File: config.mk
export PLATFORM = sky130hd
export DESIGN_NAME = sseg_score_display_n_flat
export DESIGN_NICKNAME = d
export VERILOG_FILES = /design/src/rtl/sseg_score_display_n_pkg.sv /design/src/rtl/sseg_score_display_n_if.sv /design/src/rtl/sseg_score_display_n_bin2bcd_seq.sv /design/src/rtl/sseg_score_display_n.sv /design/src/flat_wrapper.sv
export SDC_FILE = /design/constraint.sdc
export NUM_CORES = 1
export LEC_CHECK = 0
export ABC_AREA = 1
export BUFFER_PORTS_ARGS = -buffer_cell sky130_fd_sc_hd__clkbuf_2
export CAP_MARGIN = 20
export CORE_ASPECT_RATIO = 0.9
export CORE_MARGIN = 3
export CORE_UTILIZATION = 45
export DETAILED_ROUTE_END_ITERATION = 8
export SYNTH_ARGS = -nofsm -noshare
export SYNTH_HDL_FRONTEND = slang
export SYNTH_SLANG_ARGS = --single-unit
File: constraint.sdc
create_clock -name clk -period 1.9 [get_ports clk]
set_input_delay 0.38 -clock clk [delete_from_list [all_inputs] [get_ports clk]]
set_output_delay 0.38 -clock clk [all_outputs]
set_load 0.02 [all_outputs]
File: src/rtl/sseg_score_display_n_pkg.sv
`default_nettype none
// ============================================================================
//  Module      : sseg_pkg
//  Description : Shared segment patterns, bit positions, conversion FSM states
//                and constant helper functions for the score display.
//  Revision    : 1.0 - initial release
// ============================================================================
package sseg_pkg;

    // Segment bit positions inside the 8-bit {a..g, dp} drive word.
    localparam int SEG_A  = 7;
    localparam int SEG_B  = 6;
    localparam int SEG_C  = 5;
    localparam int SEG_D  = 4;
    localparam int SEG_E  = 3;
    localparam int SEG_F  = 2;
    localparam int SEG_G  = 1;
    localparam int SEG_DP = 0;

    // Active-high patterns, dp bit cleared.
    localparam logic [7:0] c_seg_0     = 8'hFC;
    localparam logic [7:0] c_seg_1     = 8'h60;
    localparam logic [7:0] c_seg_2     = 8'hDA;
    localparam logic [7:0] c_seg_3     = 8'hF2;
    localparam logic [7:0] c_seg_4     = 8'h66;
    localparam logic [7:0] c_seg_5     = 8'hB6;
    localparam logic [7:0] c_seg_6     = 8'hBE;
    localparam logic [7:0] c_seg_7     = 8'hE0;
    localparam logic [7:0] c_seg_8     = 8'hFE;
    localparam logic [7:0] c_seg_9     = 8'hF6;
    localparam logic [7:0] c_seg_blank = 8'h00;
    localparam logic [7:0] c_seg_dash  = 8'h02;

    typedef enum logic [1:0] {
        ST_IDLE  = 2'd0,
        ST_SHIFT = 2'd1,
        ST_DONE  = 2'd2,
        ST_SAT   = 2'd3
    } conv_state_t;

    function automatic int unsigned pow10(input int unsigned n);
        int unsigned r;
        r = 1;
        for (int unsigned i = 0; i < n; i++) begin
            r = r * 10;
        end
        return r;
    endfunction

    function automatic int clog2(input int unsigned v);
        int r;
        r = 0;
        for (int i = 0; i < 32; i++) begin
            if ((32'd1 << i) < v) begin
                r = i + 1;
            end
        end
        return r;
    endfunction

    function automatic logic [7:0] seg_pattern(input logic [3:0] nib);
        logic [7:0] p;
        case (nib)
            4'd0:    p = c_seg_0;
            4'd1:    p = c_seg_1;
            4'd2:    p = c_seg_2;
            4'd3:    p = c_seg_3;
            4'd4:    p = c_seg_4;
            4'd5:    p = c_seg_5;
            4'd6:    p = c_seg_6;
            4'd7:    p = c_seg_7;
            4'd8:    p = c_seg_8;
            4'd9:    p = c_seg_9;
            default: p = c_seg_dash;
        endcase
        return p;
    endfunction

endpackage
`default_nettype wire

File: src/rtl/sseg_score_display_n_if.sv
`default_nettype none
// ============================================================================
//  Module      : sseg_score_display_n_if
//  Description : Score input, decimal points, segment/anode drive and status.
//  Revision    : 1.0 - initial release
// ============================================================================
interface sseg_score_display_n_if #(
    parameter int DATA_W = 8,
    parameter int DIGITS = 4
);
    logic [DATA_W-1:0] data;
    logic [DIGITS-1:0] dp_mask;
    logic [7:0]        sseg_a_to_dp;
    logic [DIGITS-1:0] sseg_an;
    logic              busy;
    logic              overflow;

    modport master (
        output data, dp_mask,
        input  sseg_a_to_dp, sseg_an, busy, overflow
    );

    modport slave (
        input  data, dp_mask,
        output sseg_a_to_dp, sseg_an, busy, overflow
    );
endinterface
`default_nettype wire

File: src/rtl/sseg_score_display_n_bin2bcd_seq.sv
`default_nettype none
// ============================================================================
//  Module      : bin2bcd_seq
//  Description : Sequential double-dabble binary-to-BCD converter that
//                saturates to all nines when the value does not fit.
//  Revision    : 1.0 - initial release
// ============================================================================
module bin2bcd_seq
    import sseg_pkg::*;
#(
    parameter int DATA_W = 8,
    parameter int DIGITS = 4
) (
    input  wire logic                clk,
    input  wire logic                reset,
    input  wire logic                start,
    input  wire logic [DATA_W-1:0]   bin,
    output logic      [4*DIGITS-1:0] bcd,
    output logic                     ovf,
    output logic                     busy
);

    localparam int BCD_W = 4 * DIGITS;
    localparam int CNT_W = (clog2(DATA_W + 1) < 1) ? 1 : clog2(DATA_W + 1);
    localparam logic [31:0]      c_limit     = 32'(pow10(DIGITS) - 1);
    localparam logic [BCD_W-1:0] c_all_nines = {DIGITS{4'h9}};

    conv_state_t              r_state;
    conv_state_t              w_state_next;
    logic [DATA_W-1:0]        r_shreg;
    logic [BCD_W-1:0]         r_acc;
    logic [BCD_W-1:0]         w_adj;
    logic [CNT_W-1:0]         r_bitcnt;
    logic [BCD_W+DATA_W-1:0]  w_shift;
    logic                     w_sat;

    assign w_sat = (32'(bin) > c_limit);
    assign busy  = (r_state != ST_IDLE);

    // Add-3 correction precedes the shift so each nibble stays a valid digit.
    always_comb begin
        w_adj = r_acc;
        for (int i = 0; i < DIGITS; i++) begin
            if (r_acc[4*i +: 4] >= 4'd5) begin
                w_adj[4*i +: 4] = r_acc[4*i +: 4] + 4'd3;
            end
        end
        w_shift = {w_adj, r_shreg} << 1;
    end

    always_ff @(posedge clk or negedge reset) begin
        if (!reset) begin
            r_state <= ST_IDLE;
        end else begin
            r_state <= w_state_next;
        end
    end

    always_comb begin
        w_state_next = r_state;
        case (r_state)
            ST_IDLE: begin
                if (start) begin
                    w_state_next = w_sat ? ST_SAT : ST_SHIFT;
                end
            end
            ST_SHIFT: begin
                if (r_bitcnt == CNT_W'(1)) begin
                    w_state_next = ST_DONE;
                end
            end
            ST_DONE: w_state_next = ST_IDLE;
            ST_SAT:  w_state_next = ST_IDLE;
            default: w_state_next = ST_IDLE;
        endcase
    end

    // bcd is written only in DONE/SAT, so partial results never leak out.
    always_ff @(posedge clk or negedge reset) begin
        if (!reset) begin
            r_shreg  <= '0;
            r_acc    <= '0;
            r_bitcnt <= '0;
            bcd      <= '0;
            ovf      <= 1'b0;
        end else begin
            case (r_state)
                ST_IDLE: begin
                    if (start) begin
                        r_shreg  <= bin;
                        r_acc    <= '0;
                        r_bitcnt <= CNT_W'(DATA_W);
                    end
                end
                ST_SHIFT: begin
                    r_acc    <= w_shift[BCD_W+DATA_W-1 -: BCD_W];
                    r_shreg  <= w_shift[DATA_W-1:0];
                    r_bitcnt <= r_bitcnt - CNT_W'(1);
                end
                ST_DONE: begin
                    bcd <= r_acc;
                    ovf <= 1'b0;
                end
                ST_SAT: begin
                    bcd <= c_all_nines;
                    ovf <= 1'b1;
                end
                default: ;
            endcase
        end
    end

endmodule
`default_nettype wire

File: src/rtl/sseg_score_display_n.sv
`default_nettype none
// ============================================================================
//  Module      : sseg_score_display_n
//  Description : Binary score to multiplexed seven-segment display with
//                leading-zero blanking, decimal points and saturation.
//  Revision    : 1.0 - initial release
// ============================================================================
module sseg_score_display_n
    import sseg_pkg::*;
#(
    parameter int DATA_W         = 8,
    parameter int DIGITS         = 4,
    parameter int CLK_HZ         = 50_000_000,
    parameter int REFRESH_HZ     = 1000,
    parameter int SEG_ACTIVE_LOW = 1,
    parameter int AN_ACTIVE_LOW  = 1,
    parameter int BLANK_LEADING  = 1
) (
    input  wire logic              clk,
    input  wire logic              reset,
    sseg_score_display_n_if.slave  bus
);

    localparam int SCAN_DIV = CLK_HZ / (REFRESH_HZ * DIGITS);
    localparam int CNT_W    = (clog2(SCAN_DIV) < 1) ? 1 : clog2(SCAN_DIV);
    localparam int IDX_W    = (clog2(DIGITS) < 1) ? 1 : clog2(DIGITS);
    localparam logic [7:0]        c_seg_off = (SEG_ACTIVE_LOW != 0) ? 8'hFF : 8'h00;
    localparam logic [DIGITS-1:0] c_an_off  = (AN_ACTIVE_LOW != 0) ? '1 : '0;

    logic [DATA_W-1:0]   r_last_data;
    logic                w_change;
    logic                w_start;
    logic                w_eng_busy;
    logic [4*DIGITS-1:0] w_disp_bcd;
    logic                w_ovf;
    logic [CNT_W-1:0]    r_cnt;
    logic [IDX_W-1:0]    r_idx;
    logic [DIGITS-1:0]   w_lz;
    logic [3:0]          w_nib;
    logic                w_blank;
    logic                w_dp;
    logic [7:0]          w_seg_hi;
    logic [7:0]          w_seg;
    logic [DIGITS-1:0]   w_an_hi;
    logic [DIGITS-1:0]   w_an;
    logic [7:0]          r_seg;
    logic [DIGITS-1:0]   r_an;

    // Changes arriving mid-conversion wait here until the engine is idle.
    assign w_change = (bus.data != r_last_data);
    assign w_start  = reset & w_change & ~w_eng_busy;

    always_ff @(posedge clk or negedge reset) begin
        if (!reset) begin
            r_last_data <= '0;
        end else if (w_start) begin
            r_last_data <= bus.data;
        end
    end

    bin2bcd_seq #(
        .DATA_W (DATA_W),
        .DIGITS (DIGITS)
    ) u_conv (
        .clk   (clk),
        .reset (reset),
        .start (w_start),
        .bin   (bus.data),
        .bcd   (w_disp_bcd),
        .ovf   (w_ovf),
        .busy  (w_eng_busy)
    );

    always_ff @(posedge clk or negedge reset) begin
        if (!reset) begin
            r_cnt <= '0;
            r_idx <= '0;
        end else if (r_cnt == CNT_W'(SCAN_DIV - 1)) begin
            r_cnt <= '0;
            r_idx <= (r_idx == IDX_W'(DIGITS - 1)) ? '0 : r_idx + IDX_W'(1);
        end else begin
            r_cnt <= r_cnt + CNT_W'(1);
        end
    end

    // w_lz[i]: nibbles i..DIGITS-1 are all zero.
    always_comb begin
        w_lz = '0;
        w_lz[DIGITS-1] = (w_disp_bcd[4*(DIGITS-1) +: 4] == 4'd0);
        for (int i = DIGITS - 2; i >= 0; i--) begin
            w_lz[i] = w_lz[i+1] && (w_disp_bcd[4*i +: 4] == 4'd0);
        end
    end

    always_comb begin
        w_nib   = 4'd0;
        w_blank = 1'b0;
        w_dp    = 1'b0;
        w_an_hi = '0;
        for (int i = 0; i < DIGITS; i++) begin
            if (r_idx == IDX_W'(i)) begin
                w_nib      = w_disp_bcd[4*i +: 4];
                w_blank    = (BLANK_LEADING != 0) && (i != 0) && w_lz[i];
                w_dp       = bus.dp_mask[i];
                w_an_hi[i] = 1'b1;
            end
        end
        w_seg_hi         = w_blank ? c_seg_blank : seg_pattern(w_nib);
        w_seg_hi[SEG_DP] = w_dp;
        w_seg            = (SEG_ACTIVE_LOW != 0) ? ~w_seg_hi : w_seg_hi;
        w_an             = (AN_ACTIVE_LOW != 0) ? ~w_an_hi : w_an_hi;
    end

    always_ff @(posedge clk or negedge reset) begin
        if (!reset) begin
            r_seg <= c_seg_off;
            r_an  <= c_an_off;
        end else begin
            r_seg <= w_seg;
            r_an  <= w_an;
        end
    end

    assign bus.sseg_a_to_dp = r_seg;
    assign bus.sseg_an      = r_an;
    assign bus.busy         = w_eng_busy | w_start;
    assign bus.overflow     = w_ovf;

endmodule
`default_nettype wire

File: src/flat_wrapper.sv
// flat-port wrapper written by rule: the top's interface ports become plain ports
module sseg_score_display_n_flat import sseg_pkg::*;
#(
    parameter int DATA_W         = 8,
    parameter int DIGITS         = 4,
    parameter int CLK_HZ         = 50_000_000,
    parameter int REFRESH_HZ     = 1000,
    parameter int SEG_ACTIVE_LOW = 1,
    parameter int AN_ACTIVE_LOW  = 1,
    parameter int BLANK_LEADING  = 1
)
  (clk, reset, bus_data, bus_dp_mask, bus_sseg_a_to_dp, bus_sseg_an, bus_busy, bus_overflow);
  sseg_score_display_n_if #(.DATA_W(DATA_W), .DIGITS(DIGITS)) bus_i ();
  input  wire logic clk;
  input  wire logic reset;
  input wire logic [$bits(bus_i.data)-1:0] bus_data;
  input wire logic [$bits(bus_i.dp_mask)-1:0] bus_dp_mask;
  output wire logic [$bits(bus_i.sseg_a_to_dp)-1:0] bus_sseg_a_to_dp;
  output wire logic [$bits(bus_i.sseg_an)-1:0] bus_sseg_an;
  output wire logic [$bits(bus_i.busy)-1:0] bus_busy;
  output wire logic [$bits(bus_i.overflow)-1:0] bus_overflow;
  assign bus_i.data = bus_data;
  assign bus_i.dp_mask = bus_dp_mask;
  assign bus_sseg_a_to_dp = bus_i.sseg_a_to_dp;
  assign bus_sseg_an = bus_i.sseg_an;
  assign bus_busy = bus_i.busy;
  assign bus_overflow = bus_i.overflow;
  sseg_score_display_n #(.DATA_W(DATA_W), .DIGITS(DIGITS), .CLK_HZ(CLK_HZ), .REFRESH_HZ(REFRESH_HZ), .SEG_ACTIVE_LOW(SEG_ACTIVE_LOW), .AN_ACTIVE_LOW(AN_ACTIVE_LOW), .BLANK_LEADING(BLANK_LEADING)) u_core (.clk(clk), .reset(reset), .bus(bus_i));
endmodule
==> flow_metrics.py, run 1 <==
metrics = {
    "sta": {
        "slew_viol_final": 0,
        "rsz0062_at_grt": "yes",
        "worst_slew_pin_slew_ps": 780,
        "slew_headroom_pct": 47.8,
        "min_period_over_period_pct": 95.7,
        "finalHoldViolations": 0,
        "skew_ps": 14.3,
        "fmax_ghz": 0.550,
        "setup_viol": 0,
        "fin_crit_ps": 1820,
    },
    "job": {
        "drv_cap": 0,
    },
    "die": {
        "die-width_um": 110,
        "design.die.area_um2": 10900,
        "chipHeight_um": 99.2,
        "rows": 33,
        "start_util_pct": 47.0,
        "core_area_um2": 9250,
        "ios": 28,
    },
    "critical_path": {
        "crit_family": "simple AND/OR/NAND/NOR gates",
        "path_cells": "inv_1, nand2_1, nand2_1, nand2_1, nor2_2, nand2_2, nand2_1, nand2_1, buf_6",
        "rr_startpoint": "u_core.r_idx[0]",
        "crit_required_ps": 1520,
        "cp.arrival_ps": 1440,
        "cp_max_fo": 3,
        "critPathSlowestCell": "dfrtp_1",
        "startpoint_type": "flop",
        "path_common_cell": "nand2_1",
        "slowest_delay_ps": 400,
        "crit_type": "reg2out",
        "critPathLaunch": "u_core.r_last_data[5]",
        "worstSetupEndpointType": "output pin",
        "crit_buf_inv": 2,
    },
    "layout": {
        "antenna_cells": 0,
        "final_util_pct": 54.3,
        "mostFrequentLayoutCells": "122 x nand2_1, 73 x inv_1, 71 x dfrtp_1",
        "drive_gt1_share_pct": 20.3,
        "syn_to_final_growth_pct": 15.6,
        "fin_nets": 609,
        "final_common_cell": "nand2_1",
    },
    "detailed_routing": {
        "wire_per_inst_um": 12.1,
        "via_count": 3443,
        "drt_iter0_markers": 125,
        "via_per_inst": 4.90,
        "wl_mm": 8.52,
        "drc": 0,
        "dr.pass1.iters": 4,
        "postRouteAntennaNets": 0,
    },
    "yosys": {
        "yosysWarnings": 0,
        "mappedNetlistArea_um2": 4340,
        "syn_inst": 528,
        "syn_nets": 562,
        "yosysUniqueCellTypes": 37,
        "syn_area_per_cell_um2": 8.23,
        "yosys_register_bits": 83,
        "seq_area_frac_synth_pct": 48.2,
    },
    "clock_network": {
        "root_buffer": "clkbuf_8",
        "clkTransAtPathRegs_ps": 90,
        "clock_path_buffers": 2,
        "htreeDepth": 3,
        "cts.sink_count": 83,
        "tritoncts": "yes",
        "cts_buffers": 9,
        "insertion_delay_ps": 350,
    },
    "power": {
        "p_per_area_nw_per_um2": 1390,
        "cellLeakagePower_nw": 2.58,
        "ir_worst_vdd_mv": 0.695,
        "power_mw": 6.98,
    },
    "place": {
        "gp_congestion": 0.869,
        "place_hpwl_mm": 6.11,
        "portBuffers": 27,
    },
    "global_route": {
        "first_global_vias": 3387,
        "grtUsageTotal_pct": 17.2,
        "gr-total-overflow": 0,
        "antenna_found_initial": 0,
        "grt_max_degree": 68,
        "grt_pass1_wl_mm": 15.0,
    },
    "hold_path": {
        "hold_path_class": "in2async",
    },
    "status": {
        "status": "finished clean",
    },
}
cell usage after synthesis:
library cell	instances	area share, %
buf_2	6	0.69
xor2_1	7	1.4
nor3_1	3	0.35
dfstp_2	12	7.3
o311ai_0	1	0.20
o31ai_1	1	0.17
a22oi_1	5	0.86
dfrtp_1	71	41
or2_2	2	0.29
nor4_1	1	0.14
buf_1	1	0.086
ha_1	20	5.8
o211ai_2	1	0.29
a21oi_2	1	0.20
inv_2	7	0.60
nand2_2	6	0.86
clkinv_2	1	0.12
nand4_2	1	0.29
o21ai_1	9	1.0
nand3_4	1	0.40
inv_1	77	6.7
nor3b_1	1	0.17
o21bai_1	1	0.17
nand3_2	2	0.46
a21oi_1	30	3.5
clkbuf_1	2	0.17
nor2_2	2	0.29
buf_6	4	1.0
o22ai_1	6	0.86
nand2_1	124	11
o21ai_0	27	3.1
nand4_1	7	1.0
a22oi_4	1	0.49
xnor2_1	3	0.60
nor2_1	29	2.5
nand3_1	54	6.2
and3_1	1	0.14
worst reg2reg max path, stage by stage, from the launching register on:
cell     delay, ps
dfrtp_1        430
buf_6          140
ha_4           180
a21oi_2        110
nand2_1         50
a22oi_1        150
buf_4          170
ha_1           240
inv_1           70
nand2_2         60
nand3_2         70
nand3_1         70
report_power, final:
part           switching, mW  internal (mW)
Clock                  0.639          0.648
Combinational           1.78           1.07
Sequential             0.419           2.42
Total                   2.84           4.14
registers in the layout, indices dropped and copies added (netlist names), 4 cells and up:
name	flops
u_core.bus.sseg_a_to_dp	8
u_core.bus.sseg_an	4
u_core.r_cnt	14
u_core.r_last_data	8
u_core.u_conv.bcd	16
u_core.u_conv.r_acc	16
u_core.u_conv.r_bitcnt	4
u_core.u_conv.r_shreg	8
layer usage:
metal | GRT usage, % | up-vias | share of wire, %
met2 | 28.4 | 38 | 49
met3 | 3.50 | 5 | 2.7
met4 | 5.27 | 0 | 0.72
met5 | 0 | - | 0
li1 | - | 1787 | -
met1 | 22.7 | 1613 | 48
metrics by stage:
stage | instance area [um^2] | TNS [ps] | cells | hold WS (ps) | worst slack [ps]
global placement | 4670 | 0 | 679 | 298 | 35.2
detailed placement | 4670 | -71.2 | 679 | 294 | -71.2
floorplan | 4340 | 0 | 528 | 84.4 | 30.4
CTS | 4940 | 0 | 698 | 85.9 | 23.1
global route | 5020 | -70.3 | 702 | 101 | -36.0
finish | 5020 | 0 | 702 | 85.7 | 82.3
layout make-up:
cell class / count / area (um^2)
Sequential cell: 83 / 2090
Multi-Input combinational cell: 347 / 1920
Clock inverter: 5 / 62.6
Fill cell: 902 / 4230
Clock buffer: 11 / 141
Timing Repair Buffer: 49 / 328
Inverter: 85 / 323
Tap cell: 122 / 153
cell families after synthesis:
logic type               after synthesis  share of synthesized area (%)
AND/OR/NAND/NOR                      234                           23.8
XOR/XNOR                              10                           2.02
buffers and inverters                 98                           9.36
AO/OA/AOI/OAI                         83                           10.9
flip-flops                            83                           48.2
adder cells (fa/ha/maj)               20                           5.76
timing repair:
action                                 in CTS  in global routing
hold buffers                                1                  0
endpoints found under the hold margin      16                  0
pin swaps                                   1                  9
setup endpoints to repair                   2                  8
gates resized for setup                     8                 19
setup buffers                               2                  4
path summary, 6_finish.rpt:
kind                                               to  slack [ps]  cells past startpoint
min                             u_core.u_conv.bcd[15]          90                      2
min reg2reg                           u_core.r_cnt[0]         470                      1
max reg2reg                u_core.bus.sseg_a_to_dp[4]         100                     11
max in group asynchronous   u_core.u_conv.r_bitcnt[1]         680                      2
max                                          bus_busy          80                      9
min in group clk           u_core.bus.sseg_a_to_dp[0]         160                      2
Note: power is estimated with default switching activity, not from simulation.
==> inputs of run 2 (changes only) <==
Settings changed: CAP_MARGIN 20 to not set, SYNTH_HIERARCHICAL set to 1.
==> run 2 against run 1 <==
Core utilization decreased by 0.17 points. Total power rose by 3.3%. Via count increased by 3.6%. Cell area increased by 0.12%. Synthesized cell count increased by 1.7%. Final cell count grew 1.7%. Combinational power increased by 6%. Critical path type is now reg2reg. Highest routed layer unchanged.
==> flow_metrics.py, run 2 <==
metrics = {
    "yosys": {
        "synth_edf_count": 0,
        "syn_area_per_cell_um2": 8.16,
        "synth_top_family_by_area": "simple AND/OR/NAND/NOR gates",
        "muxShareOfSynthArea_pct": 0,
        "synthSimpleGateAreaFrac_pct": 28.2,
        "synth-async-reset-ratio_pct": 100,
        "syn_inst": 537,
        "synth_top_area_share_pct": 40.5,
        "syn_nets": 571,
        "ys.flop_type": "dfrtp_1",
        "yosys_register_bits": 83,
        "yosysWarnings": 6,
        "seq_area_frac_synth_pct": 47.7,
        "synth-xor-area-share_pct": 2.20,
        "synth.most_common_cell": "nand2_1",
        "synth-compound-area-share_pct": 8.57,
        "yosysTopAreaCell": "dfrtp_1",
        "mappedNetlistArea_um2": 4380,
        "yosysUniqueCellTypes": 39,
        "synth_common_cells": "145 x nand2_1, 71 x dfrtp_1, 65 x inv_1",
        "synth.area.top_cells": "dfrtp_1 41%, nand2_1 12%, dfstp_2 7.2%, ha_1 5.7%, inv_1 5.6%",
        "synth_fa_ha_area_share_pct": 5.71,
    },
    "global_route": {
        "grtUsageTotal_pct": 17.5,
        "gr-usage-met1_pct": 24.1,
        "grt.met3_usage_pct": 3.57,
        "grt_pass1_wl_mm": 15.5,
        "grt-busiest-layer": "met2",
        "grt_max_degree": 92,
        "antenna_found_initial": 0,
        "grt.met2_usage_pct": 27.8,
        "gr-total-overflow": 0,
        "first_global_vias": 3414,
    },
    "clock_network": {
        "htreeDepth": 3,
        "cts.sink_count": 83,
        "tritoncts": "yes",
        "root_buffer": "clkbuf_8",
        "cts_buffers": 9,
        "clock_path_buffers": 2,
        "insertion_delay_ps": 350,
        "clkTransAtPathRegs_ps": 90,
    },
    "critical_path": {
        "crit_required_ps": 2180,
        "cp.arrival_ps": 2100,
        "startpoint_type": "flop",
        "crit_type": "reg2reg",
        "cp_max_fo": 9,
        "rr_startpoint": "u_core/r_idx[0]",
        "worstSetupEndpointType": "flop",
        "critPathLaunch": "u_core/r_idx[0]",
    },
    "layout": {
        "fin_nets": 621,
        "antenna_cells": 0,
        "final_common_cell": "nand2_1",
        "syn_to_final_growth_pct": 14.7,
        "reg_top3": "u_core/u_conv/bcd: 16 flops, u_core/u_conv/r_acc: 16 flops, u_core/r_cnt: 14 flops",
        "mostFrequentLayoutCells": "145 x nand2_1, 71 x dfrtp_1, 63 x inv_1",
        "stdcell_area_um2": 5030,
        "drive_gt1_share_pct": 19.3,
    },
    "sta": {
        "rsz0062_at_grt": "yes",
        "skew_ps": 8.21,
        "worst_slew_pin_slew_ps": 498,
        "fin_crit_ps": 1810,
        "min_period_over_period_pct": 95.4,
        "finalHoldViolations": 0,
        "slew_viol_final": 0,
        "fmax_ghz": 0.551,
        "setup_viol": 0,
        "slew_headroom_pct": 66.8,
    },
    "place": {
        "placed_area_um2": 4740,
        "gp_congestion": 0.835,
        "portBuffers": 27,
        "place_hpwl_mm": 6.23,
    },
    "detailed_routing": {
        "via_per_inst": 5.00,
        "drt_iter0_markers": 156,
        "via_count": 3568,
        "wl_mm": 8.92,
        "dr.pass1.iters": 4,
        "postRouteAntennaNets": 0,
        "wire_per_inst_um": 12.5,
        "drc": 0,
    },
    "die": {
        "core_area_um2": 9290,
        "ios": 28,
        "rows": 33,
        "design.die.area_um2": 11000,
        "chipHeight_um": 99.6,
        "start_util_pct": 47.2,
        "die-width_um": 110,
    },
    "power": {
        "cellLeakagePower_nw": 2.54,
        "ir_worst_vdd_mv": 0.849,
        "p_per_area_nw_per_um2": 1430,
        "power_mw": 7.20,
    },
    "hold_path": {
        "hold_path_class": "in2async",
    },
    "job": {
        "drv_cap": 0,
    },
    "status": {
        "status": "finished clean",
    },
}
[run 2: final timing paths]
kind / slack [ps] / cells after the start / to
min in group clk: 150 / 2 / u_core/bus.sseg_a_to_dp[0]
hold / removal: 90 / 2 / u_core/u_conv/r_shreg[7]
setup / recovery: 90 / 11 / u_core/bus.sseg_a_to_dp[4]
hold reg to reg: 460 / 1 / u_core/r_cnt[0]
max in group asynchronous: 1400 / 2 / u_core/u_conv/r_shreg[0]
setup reg to reg: 90 / 11 / u_core/bus.sseg_a_to_dp[4]
[run 2: timing repair]
item	CTS	global route
hold buffers	0	0
resized for setup	1	12
pin swaps	5	2
setup buffers	3	4
endpoints found under the setup margin	1	18
[run 2: cell type report]
class / count / area, um^2
clock inverters: 6 / 63.8
well taps: 122 / 153
fillers: 847 / 4260
flip-flops and latches: 83 / 2090
inverters: 71 / 269
clock buffers: 10 / 138
multi-input cells: 373 / 1990
repair buffers: 49 / 318
[run 2: worst max-delay path, cell delays in order (launching register included)]
cell and delay (ps):
dfrtp_1 420, buf_4 160, ha_2 240, a21oi_1 150, nand2_1 110, o21ai_4 80
inv_1 80, ha_1 270, inv_1 50, nand2_1 60, nand3_1 70, nand3_1 70
[run 2: metrics by stage]
step	TNS (ps)	utilization [%]	hold WS, ps	std cells	worst slack [ps]
finish	0	54.1	87.9	714	86.5
global route	-211	54.1	154	714	-72.8
CTS	0	53.4	133	710	9.64
detailed placement	0	51.1	458	692	21.1
global placement	0	51.1	441	692	71.1
floorplan	0	-	84.4	537	14.9
[run 2: power by group]
| part | switching (mW) | leakage, nW | internal (mW) |
|---|---|---|---|
| Clock | 0.646 | 0.100 | 0.644 |
| Combinational | 1.92 | 1.43 | 1.11 |
| Sequential | 0.431 | 1.01 | 2.46 |
| Total | 2.99 | 2.54 | 4.21 |
[run 2: logic make-up (layout without fill, tap and decap cells)]
| kind of cell | after synthesis | in the layout |
|---|---|---|
| adder cells (fa/ha/maj) | 20 | 20 |
| AO/OA/AOI/OAI | 69 | 69 |
| XOR/XNOR | 11 | 11 |
| buffers and inverters | 81 | 136 |
| flip-flops | 83 | 83 |
| AND/OR/NAND/NOR | 273 | 273 |
[run 2: metal layers]
layer	share of wire [%]	vias up	wire length, um
li1	-	1822	-
met1	49	1692	4390
met2	47	50	4210
met3	3.0	4	270
met4	0.66	0	59
met5	0	-	0
